==> src/rtl/mic1_board_ctrl.sv <==
// Board-level control for the MIC-1 SoC. Handles power-on reset stretching, push-button
// debouncing, the reset/run/halt/single-step run control and the LED window onto the out word.
module mic1_board_ctrl #(
  parameter int unsigned NUM_BTN         = 3,
  parameter int unsigned DEBOUNCE_CYCLES = 6000,
  parameter int unsigned POR_CYCLES      = 63,
  parameter int unsigned STEP_CYCLES     = 1,
  parameter int unsigned RUN_ON_RESET    = 1,
  parameter int unsigned OUT_WIDTH       = 32,
  parameter int unsigned NUM_LED         = 5,
  parameter int unsigned LSB_W           = $clog2(OUT_WIDTH)
) (
  input  logic                 clk,
  input  logic                 reset,
  input  logic [NUM_BTN-1:0]   btn_n,
  input  logic [OUT_WIDTH-1:0] out_word,
  input  logic [LSB_W-1:0]     led_lsb,
  output logic                 soc_resetn,
  output logic                 run,
  output logic                 halted,
  output logic [NUM_BTN-1:0]   btn_press,
  output logic [NUM_LED-1:0]   led,
  output logic                 ledr_n,
  output logic                 ledg_n
);

  localparam int unsigned DEB_W  = $clog2(DEBOUNCE_CYCLES);
  localparam int unsigned POR_W  = $clog2(POR_CYCLES + 1);
  localparam int unsigned STEP_W = (STEP_CYCLES > 1) ? $clog2(STEP_CYCLES) : 1;
  // Padded so every window position stays inside the vector; bits past OUT_WIDTH read 0.
  localparam int unsigned EXT_W  = (1 << LSB_W) + NUM_LED;

  typedef enum logic [1:0] {S_RESET, S_RUN, S_HALT, S_STEP} state_t;

  logic [NUM_BTN-1:0] sync1, sync2;
  logic [NUM_BTN-1:0] pressed_sync;
  logic [NUM_BTN-1:0] btn_state;
  logic [DEB_W-1:0]   deb_cnt [NUM_BTN];
  logic [POR_W-1:0]   por_cnt, por_next;
  logic [STEP_W-1:0]  step_cnt;
  state_t             state, state_next;
  logic               run_next, halted_next;
  logic [EXT_W-1:0]   led_ext;

  assign pressed_sync = ~sync2;
  assign led_ext      = EXT_W'(out_word);

  // Two-flop synchroniser on the raw active-low pins
  always_ff @(posedge clk or posedge reset) begin
    if (reset) begin
      sync1 <= '1;
      sync2 <= '1;
    end else begin
      sync1 <= btn_n;
      sync2 <= sync1;
    end
  end

  // Debounce: accepted level flips after DEBOUNCE_CYCLES consecutive differing samples
  always_ff @(posedge clk or posedge reset) begin
    if (reset) begin
      btn_state <= '0;
      btn_press <= '0;
      for (int b = 0; b < int'(NUM_BTN); b++) deb_cnt[b] <= '0;
    end else begin
      for (int b = 0; b < int'(NUM_BTN); b++) begin
        btn_press[b] <= 1'b0;
        if (pressed_sync[b] == btn_state[b]) begin
          deb_cnt[b] <= '0;
        end else if (deb_cnt[b] == DEB_W'(DEBOUNCE_CYCLES - 1)) begin
          deb_cnt[b]   <= '0;
          btn_state[b] <= pressed_sync[b];
          btn_press[b] <= pressed_sync[b];
        end else begin
          deb_cnt[b] <= deb_cnt[b] + DEB_W'(1);
        end
      end
    end
  end

  // Power-on reset stretch, restarted while button 0 is held
  always_comb begin
    por_next = por_cnt;
    if (btn_state[0]) begin
      por_next = '0;
    end else if (por_cnt != POR_W'(POR_CYCLES)) begin
      por_next = por_cnt + POR_W'(1);
    end
  end

  always_ff @(posedge clk or posedge reset) begin
    if (reset) begin
      por_cnt    <= '0;
      soc_resetn <= 1'b0;
    end else begin
      por_cnt    <= por_next;
      soc_resetn <= (por_next == POR_W'(POR_CYCLES));
    end
  end

  always_ff @(posedge clk or posedge reset) begin
    if (reset) state <= S_RESET;
    else       state <= state_next;
  end

  // Run-control next state; SoC reset overrides everything
  always_comb begin
    state_next = state;
    case (state)
      S_RESET: if (soc_resetn) state_next = (RUN_ON_RESET != 0) ? S_RUN : S_HALT;
      S_RUN:   if (btn_press[1]) state_next = S_HALT;
      S_HALT: begin
        if (btn_press[1])      state_next = S_RUN;
        else if (btn_press[2]) state_next = S_STEP;
      end
      S_STEP:  if (step_cnt == '0) state_next = S_HALT;
      default: state_next = S_RESET;
    endcase
    if (!soc_resetn) state_next = S_RESET;
    run_next    = (state_next == S_RUN) || (state_next == S_STEP);
    halted_next = (state_next == S_HALT);
  end

  always_ff @(posedge clk or posedge reset) begin
    if (reset) begin
      step_cnt <= '0;
    end else if (state == S_HALT && state_next == S_STEP) begin
      step_cnt <= STEP_W'(STEP_CYCLES - 1);
    end else if (state == S_STEP && step_cnt != '0) begin
      step_cnt <= step_cnt - STEP_W'(1);
    end
  end

  always_ff @(posedge clk or posedge reset) begin
    if (reset) begin
      run    <= 1'b0;
      halted <= 1'b0;
      ledr_n <= 1'b0;
      ledg_n <= 1'b1;
      led    <= '0;
    end else begin
      run    <= run_next;
      halted <= halted_next;
      ledr_n <= run_next;
      ledg_n <= ~run_next;
      led    <= led_ext[led_lsb +: NUM_LED];
    end
  end

endmodule

==> config.mk <==
export PLATFORM = sky130hd
export DESIGN_NAME = mic1_board_ctrl
export DESIGN_NICKNAME = d
export VERILOG_FILES = /design/src/rtl/mic1_board_ctrl.sv
export SDC_FILE = /design/constraint.sdc
export NUM_CORES = 1
export LEC_CHECK = 0
export BUFFER_PORTS_ARGS = -buffer_cell sky130_fd_sc_hd__buf_2
export CORE_ASPECT_RATIO = 1.1
export CORE_MARGIN = 2
export CORE_UTILIZATION = 50
export CTS_BUF_LIST = sky130_fd_sc_hd__clkbuf_4 sky130_fd_sc_hd__clkbuf_8
export DETAILED_ROUTE_END_ITERATION = 8
export GPL_TIMING_DRIVEN = 0
export PLACE_DENSITY = 0.7
export SLEW_MARGIN = 20
export SYNTH_ARGS = -nofsm -noshare
export SYNTH_HDL_FRONTEND = slang
export SYNTH_SLANG_ARGS = --single-unit
==> constraint.sdc <==
create_clock -name clk -period 2.7 [get_ports clk]
set_clock_uncertainty 0.1 [all_clocks]
set_input_delay 0.135 -clock clk [delete_from_list [all_inputs] [get_ports clk]]
set_output_delay 0.135 -clock clk [all_outputs]
set_load 0.005 [all_outputs]
Word-level counts from Yosys, hierarchy flattened:

Cells that the tools add are included.

* bits in registers: 69
* latch bits: 0
* RAM bits: 0
* ROM bits: 0
* bits of input ports: 42
* output and inout bits: 13
* word-level logic and storage cells: 72
* memories: 0

* $add $sub $neg: 5
* $mul: 0
* divide/modulo/power cells: 0
* magnitude comparators: 0
* eq/ne operators: 14
* shift operators: 1
* muxes and demuxes: 22
* bitwise operators: 5
* reductions and logical operators: 8

Operator list (count)
* $mux W13: 6
* $add A13 B1 Y13 const B: 3
* $eq A13 B13 Y1 const B: 3
* $shiftx A37 B6 Y5: 1
* $mux W6: 2
* $mux W2: 5
* $eq A2 B2 Y1 const B: 4
* $mux W1: 8
* $pmux W2 S4: 1
* $add A6 B1 Y6 const B: 1
* $eq A6 B6 Y1 const B: 1
* $ne A6 B6 Y1 const B: 1
* $reduce_and A2 Y1: 3
* $eq A2 B1 Y1 const B: 2
* $not A1 Y1: 4
* $eq A1 B1 Y1: 3
* $not A3 Y3: 1
* $logic_and A1 B1 Y1: 2
* $logic_not A2 Y1: 1
* $reduce_bool A2 Y1: 1
* $logic_or A1 B1 Y1: 1
* $sub A1 B1 Y1 const B: 1

Longest topological paths before layout:

* depth in word-level cells: 7
* mapped depth: 8
* gate-level depth less buffers: 5

Least setup slack after synthesis:

OpenSTA, ideal clock, no wires.

* kind: flip-flop to flip-flop
* start: register deb_cnt[20] in the netlist's numbering
* end: register deb_cnt[16] in the netlist's numbering
* library setup time: 0.121 ns
* arrival: 1.822 ns
* data required time: 2.479 ns
* path slack: 0.657 ns
* cell stages (with the launch flop): 6
* path buffers: 1
* period minus slack after synthesis: 2.043 ns
* path through: dfrtp_1 -> or4b_1 -> or4_1 -> nand2_1 -> buf_2 -> nor2_1

* longest elaborated chain between the ends: 3

Ends and longest elaborated chain
* from (decl): RTL line 38 `logic [DEB_W-1:0] deb_cnt [NUM_BTN];`
* from (signal, indexed assignment): RTL line 75 `deb_cnt[b] <= deb_cnt[b] + DEB_W'(1);`
* $eq A13 B13 Y1: RTL line 70 `end else if (deb_cnt[b] == DEB_W'(DEBOUNCE_CYCLES - 1)) begin`
* $mux W13: RTL line 70
* $mux W13: RTL line 68 `if (pressed_sync[b] == btn_state[b]) begin`

Every way passes these cells.
A chain may end at the register's enable or synchronous reset.

Worst setup path in the final report:

* start: register deb_cnt[20] in the netlist's numbering
* end: register deb_cnt[18] in the netlist's numbering

Same word-level chain as after synthesis.

==> parameters.txt <==
Parameter                              Value

Route
  DRC marker count from the first detailed-route iteration ... between 100 and 150
  Routed len/inst ... between 10 and 15 um
  Count of vias placed by the detailed router ... between 3000 and 4000
  Via-to-Cell Ratio ... around 5.5
  DRT antenna net count ... 0
  Final wirelength ... between 8000 and 9000 um
  Residual DRC count ... 0
  Router iterations before antenna repair ... 4

Timing
  Final-report max-slew violation count ... 0
  Worst slew margin ... 0.649
  Final number of hold-violating endpoints ... 0
  Min Hold Slack ... ~0.12 ns
  Final TNS setup ... 0 ns
  Worst Max-Slew Pin Slew ... 0.527 ns
  Max Clock Freq ... approximately 450 MHz
  Final cycle utilization of the critical path ... 0.823
  Final setup fails ... 0
  Final period demand of the worst path ... 2.22 ns
  Setup repair after global routing missed its margin ... no

Floorplan
  Vertical die dimension ... approximately 100 um
  Top-level port count ... 55
  Width of the die ... around 90 um
  Core area ... between 0.007 and 0.008 mm2
  Cell Rows ... 34
  Die area ... between 0.008 and 0.009 mm2
  Initial Util ... 0.511

Run
  MaxCap Viol Count ... 0

Critical path
  Origin of the worst setup path ... deb_cnt[20]
  Highest net fanout along the worst path ... 10
  Critical Path End Type ... flop
  CP delay by family, top ... simple AND/OR/NAND/NOR gates
  Startpoint class of the critical path ... flop
  Slowest Stage Delay on Critical Path ... 0.62 ns
  Reg-to-reg critical path startpoint ... deb_cnt[20]
  Class of the most critical setup path ... reg -> reg
  Critical Path, Cell by Cell ... or4b_1 > or4_1 > nand2_1 > buf_2 > nor2_1
  Arrival time of the worst setup path ... approximately 2.4 ns
  Cell type of the slowest stage on the worst timing path ... or4_1
  Buffer and inverter count on the worst path ... 1
  Required time reported for the critical path endpoint ... approximately 2.8 ns

Synthesis
  Number of distinct library cells after synthesis ... 53
  Post-synth top area cell ... dfrtp_1
  Post-synthesis sequential area ratio ... 0.425
  Mean post-synth cell area ... approximately 10 um2
  Cells after synthesis ... around 400
  Net count of the mapped netlist ... ~440
  Cell types with the largest area share after synthesis ... dfrtp_1, mux2i_1, mux4_2, xnor2_1, nor2_1
  Area of the mapped netlist ... 0.00402 mm2
  Share of async-settable or async-resettable flops after synthesis ... 1.00
  Synthesis Warnings ... 0
  Synth cell count leaders ... dfrtp_1, nor2_1, mux2i_1
  Flops & latches, synth ... 68
  Share of the synthesized area in the top cell type ... 0.379
  Main synth FF type ... dfrtp_1
  Number of synthesized flops with an enable pin ... 0
  Cell with the most instances after synthesis ... dfrtp_1

Pwr
  Net switching power ... roughly 0.00057 W
  Pwr dens ... 467 mW/mm2
  Share of power burned in registers ... 0.486
  Combinational Power Share ... 0.137
  Worst supply voltage drop on vdd ... between 0.2 and 0.3 mV
  LEAKAGE ... just over 2 nW
  Clock power share ... 0.377
  Total internal power ... about 0.0016 W
  Sw Share ... 0.260

Cells and area
  Diode count ... 0
  Area used by multi-input combinational logic ... 0.00218 mm2
  Final design instance area without fill ... between 0.004 and 0.005 mm2
  Syn-to-layout area delta ... 16.5%
  FILL cells ... approximately 680
  Fin nets ... around 500
  Seq. cell area ... ~0.0017 mm2
  Fraction of layout instances using a drive strength above 1 ... 0.231

GRT
  Via count of the first global-routing pass ... around 3100
  Global-route wire length before repair ... ~14000 um
  Gr usage total ... 0.202
  Total global routing overflow ... 0
  Maximum number of pins on one net before global-route repair ... 59
  Number of antenna violations at the first check in global routing ... 0

CTS
  Number of H-tree levels ... 3
  CTS clock-pin slew for the worst setup and hold paths ... 0.08 ns
  Num CTS Buffers ... 9
  Clk Tree Root Cell ... clkbuf_8
  CTS tree ... done
  Maximum number of buffers from clock root to sink ... 2
  Clock Sinks ... between 60 and 70
  Clock insertion delay at the later pin of the skew report ... roughly 0.35 ns

Placement
  Placed inst area ... about 0.0044 mm2
  Count of port buffers added during placement ... 52
  HPWL reported at the end of detailed placement ... between 5000 and 6000 um
  Final weighted congestion in routability-driven placement ... slightly above 0.9

Hold path
  Worst hold-check path type ... in -> async

Outcome
  Status ... finished, final reports clean
==> placed cells by master, fill, tap and decap left out, types with 9 or more instances in the layout <==
cell type	Yosys	routed
buf_2	2	54
mux2i_1	34	34
dfrtp_1	61	61
xnor2_1	24	24
nor3_1	12	12
nand3_1	15	15
nand4_1	16	16
nand2_1	30	30
clkbuf_8	0	9
mux4_2	11	11
and3_1	10	10
xor2_1	14	14
clkbuf_1	11	11
nor2_1	55	55
==> cell families after synthesis <==
family / synth area share
XOR/XNOR: 0.0827
AO/OA/AOI/OAI: 0.0622
flip-flops: 0.425
buffers and inverters: 0.0333
multiplexers: 0.167
AND/OR/NAND/NOR: 0.217
adder cells (fa/ha/maj): 0.0124
==> cell type report <==
class,count,area share
Buffer,20,0.0230
Multi-Input combinational cell,303,0.465
Clock inverter,7,0.0163
Tap cell,108,0.0288
Inverter,7,0.00614
Clock buffer,9,0.0264
Timing Repair Buffer,57,0.0699
Sequential cell,68,0.365
==> state kept, by name, indices dropped and copies added, names as in the netlist <==
register / flops
deb_cnt: 39
por_cnt: 6
led: 5
btn_press: 3
btn_state: 3
sync1: 3
sync2: 3
halted: 1
ledg_n: 1
ledr_n: 1
soc_resetn: 1
state: 1
step_cnt: 1
==> metrics by stage <==
stage,setup slack [ns],util,cells,power [W]
after floorplan,0.657,-,398,0.00127
after global routing,0.345,0.596,579,0.00229
final,0.477,0.596,579,0.00219
after CTS,0.457,0.596,579,0.00222
after detailed placement,0.471,0.565,559,0.00138
after global placement,0.0181,0.561,558,0.00137
==> final timing paths <==
kind | end | slack (ns) | depth (start not counted)
setup / recovery | deb_cnt[18] | 0.48 | 5
hold / removal | deb_cnt[38] | 0.12 | 3
setup reg to reg | deb_cnt[18] | 0.48 | 5
hold reg to reg | sync2[1] | 0.26 | 0
max in group asynchronous | sync2[2] | 1.82 | 4
min in group clk | led[3] | 0.12 | 4
==> metal layers <==
metal	global-route usage	share of wire	vias up
met2	0.315	0.47	101
li1	-	-	1563
met4	0.0815	0.028	0
met1	0.274	0.45	1527
met5	0	0	-
met3	0.0414	0.043	22
==> what timing repair did <==
action,4_1_cts,5_1_grt
setup buffers,0,0
hold buffers,4,0
gates resized for setup,0,0
hold endpoints to repair,66,0
==> tightest hold or removal path: stages <==
cell and delay [ns]:
dlygate4sd3_1 0.52, buf_2 0.13, inv_4 0.14
==> power groups by stage <==
stage | Sequential (W) | Combinational [W] | Clock [W]
detailed placement | 0.00108 | 0.000294 | 0
CTS | 0.00107 | 0.000299 | 0.000851
floorplan | 0.00108 | 0.000190 | 0
finish | 0.00107 | 0.000300 | 0.000825
global route | 0.00107 | 0.000331 | 0.000894
global placement | 0.00108 | 0.000286 | 0
No activity file was read; power rests on OpenSTA's default activity.
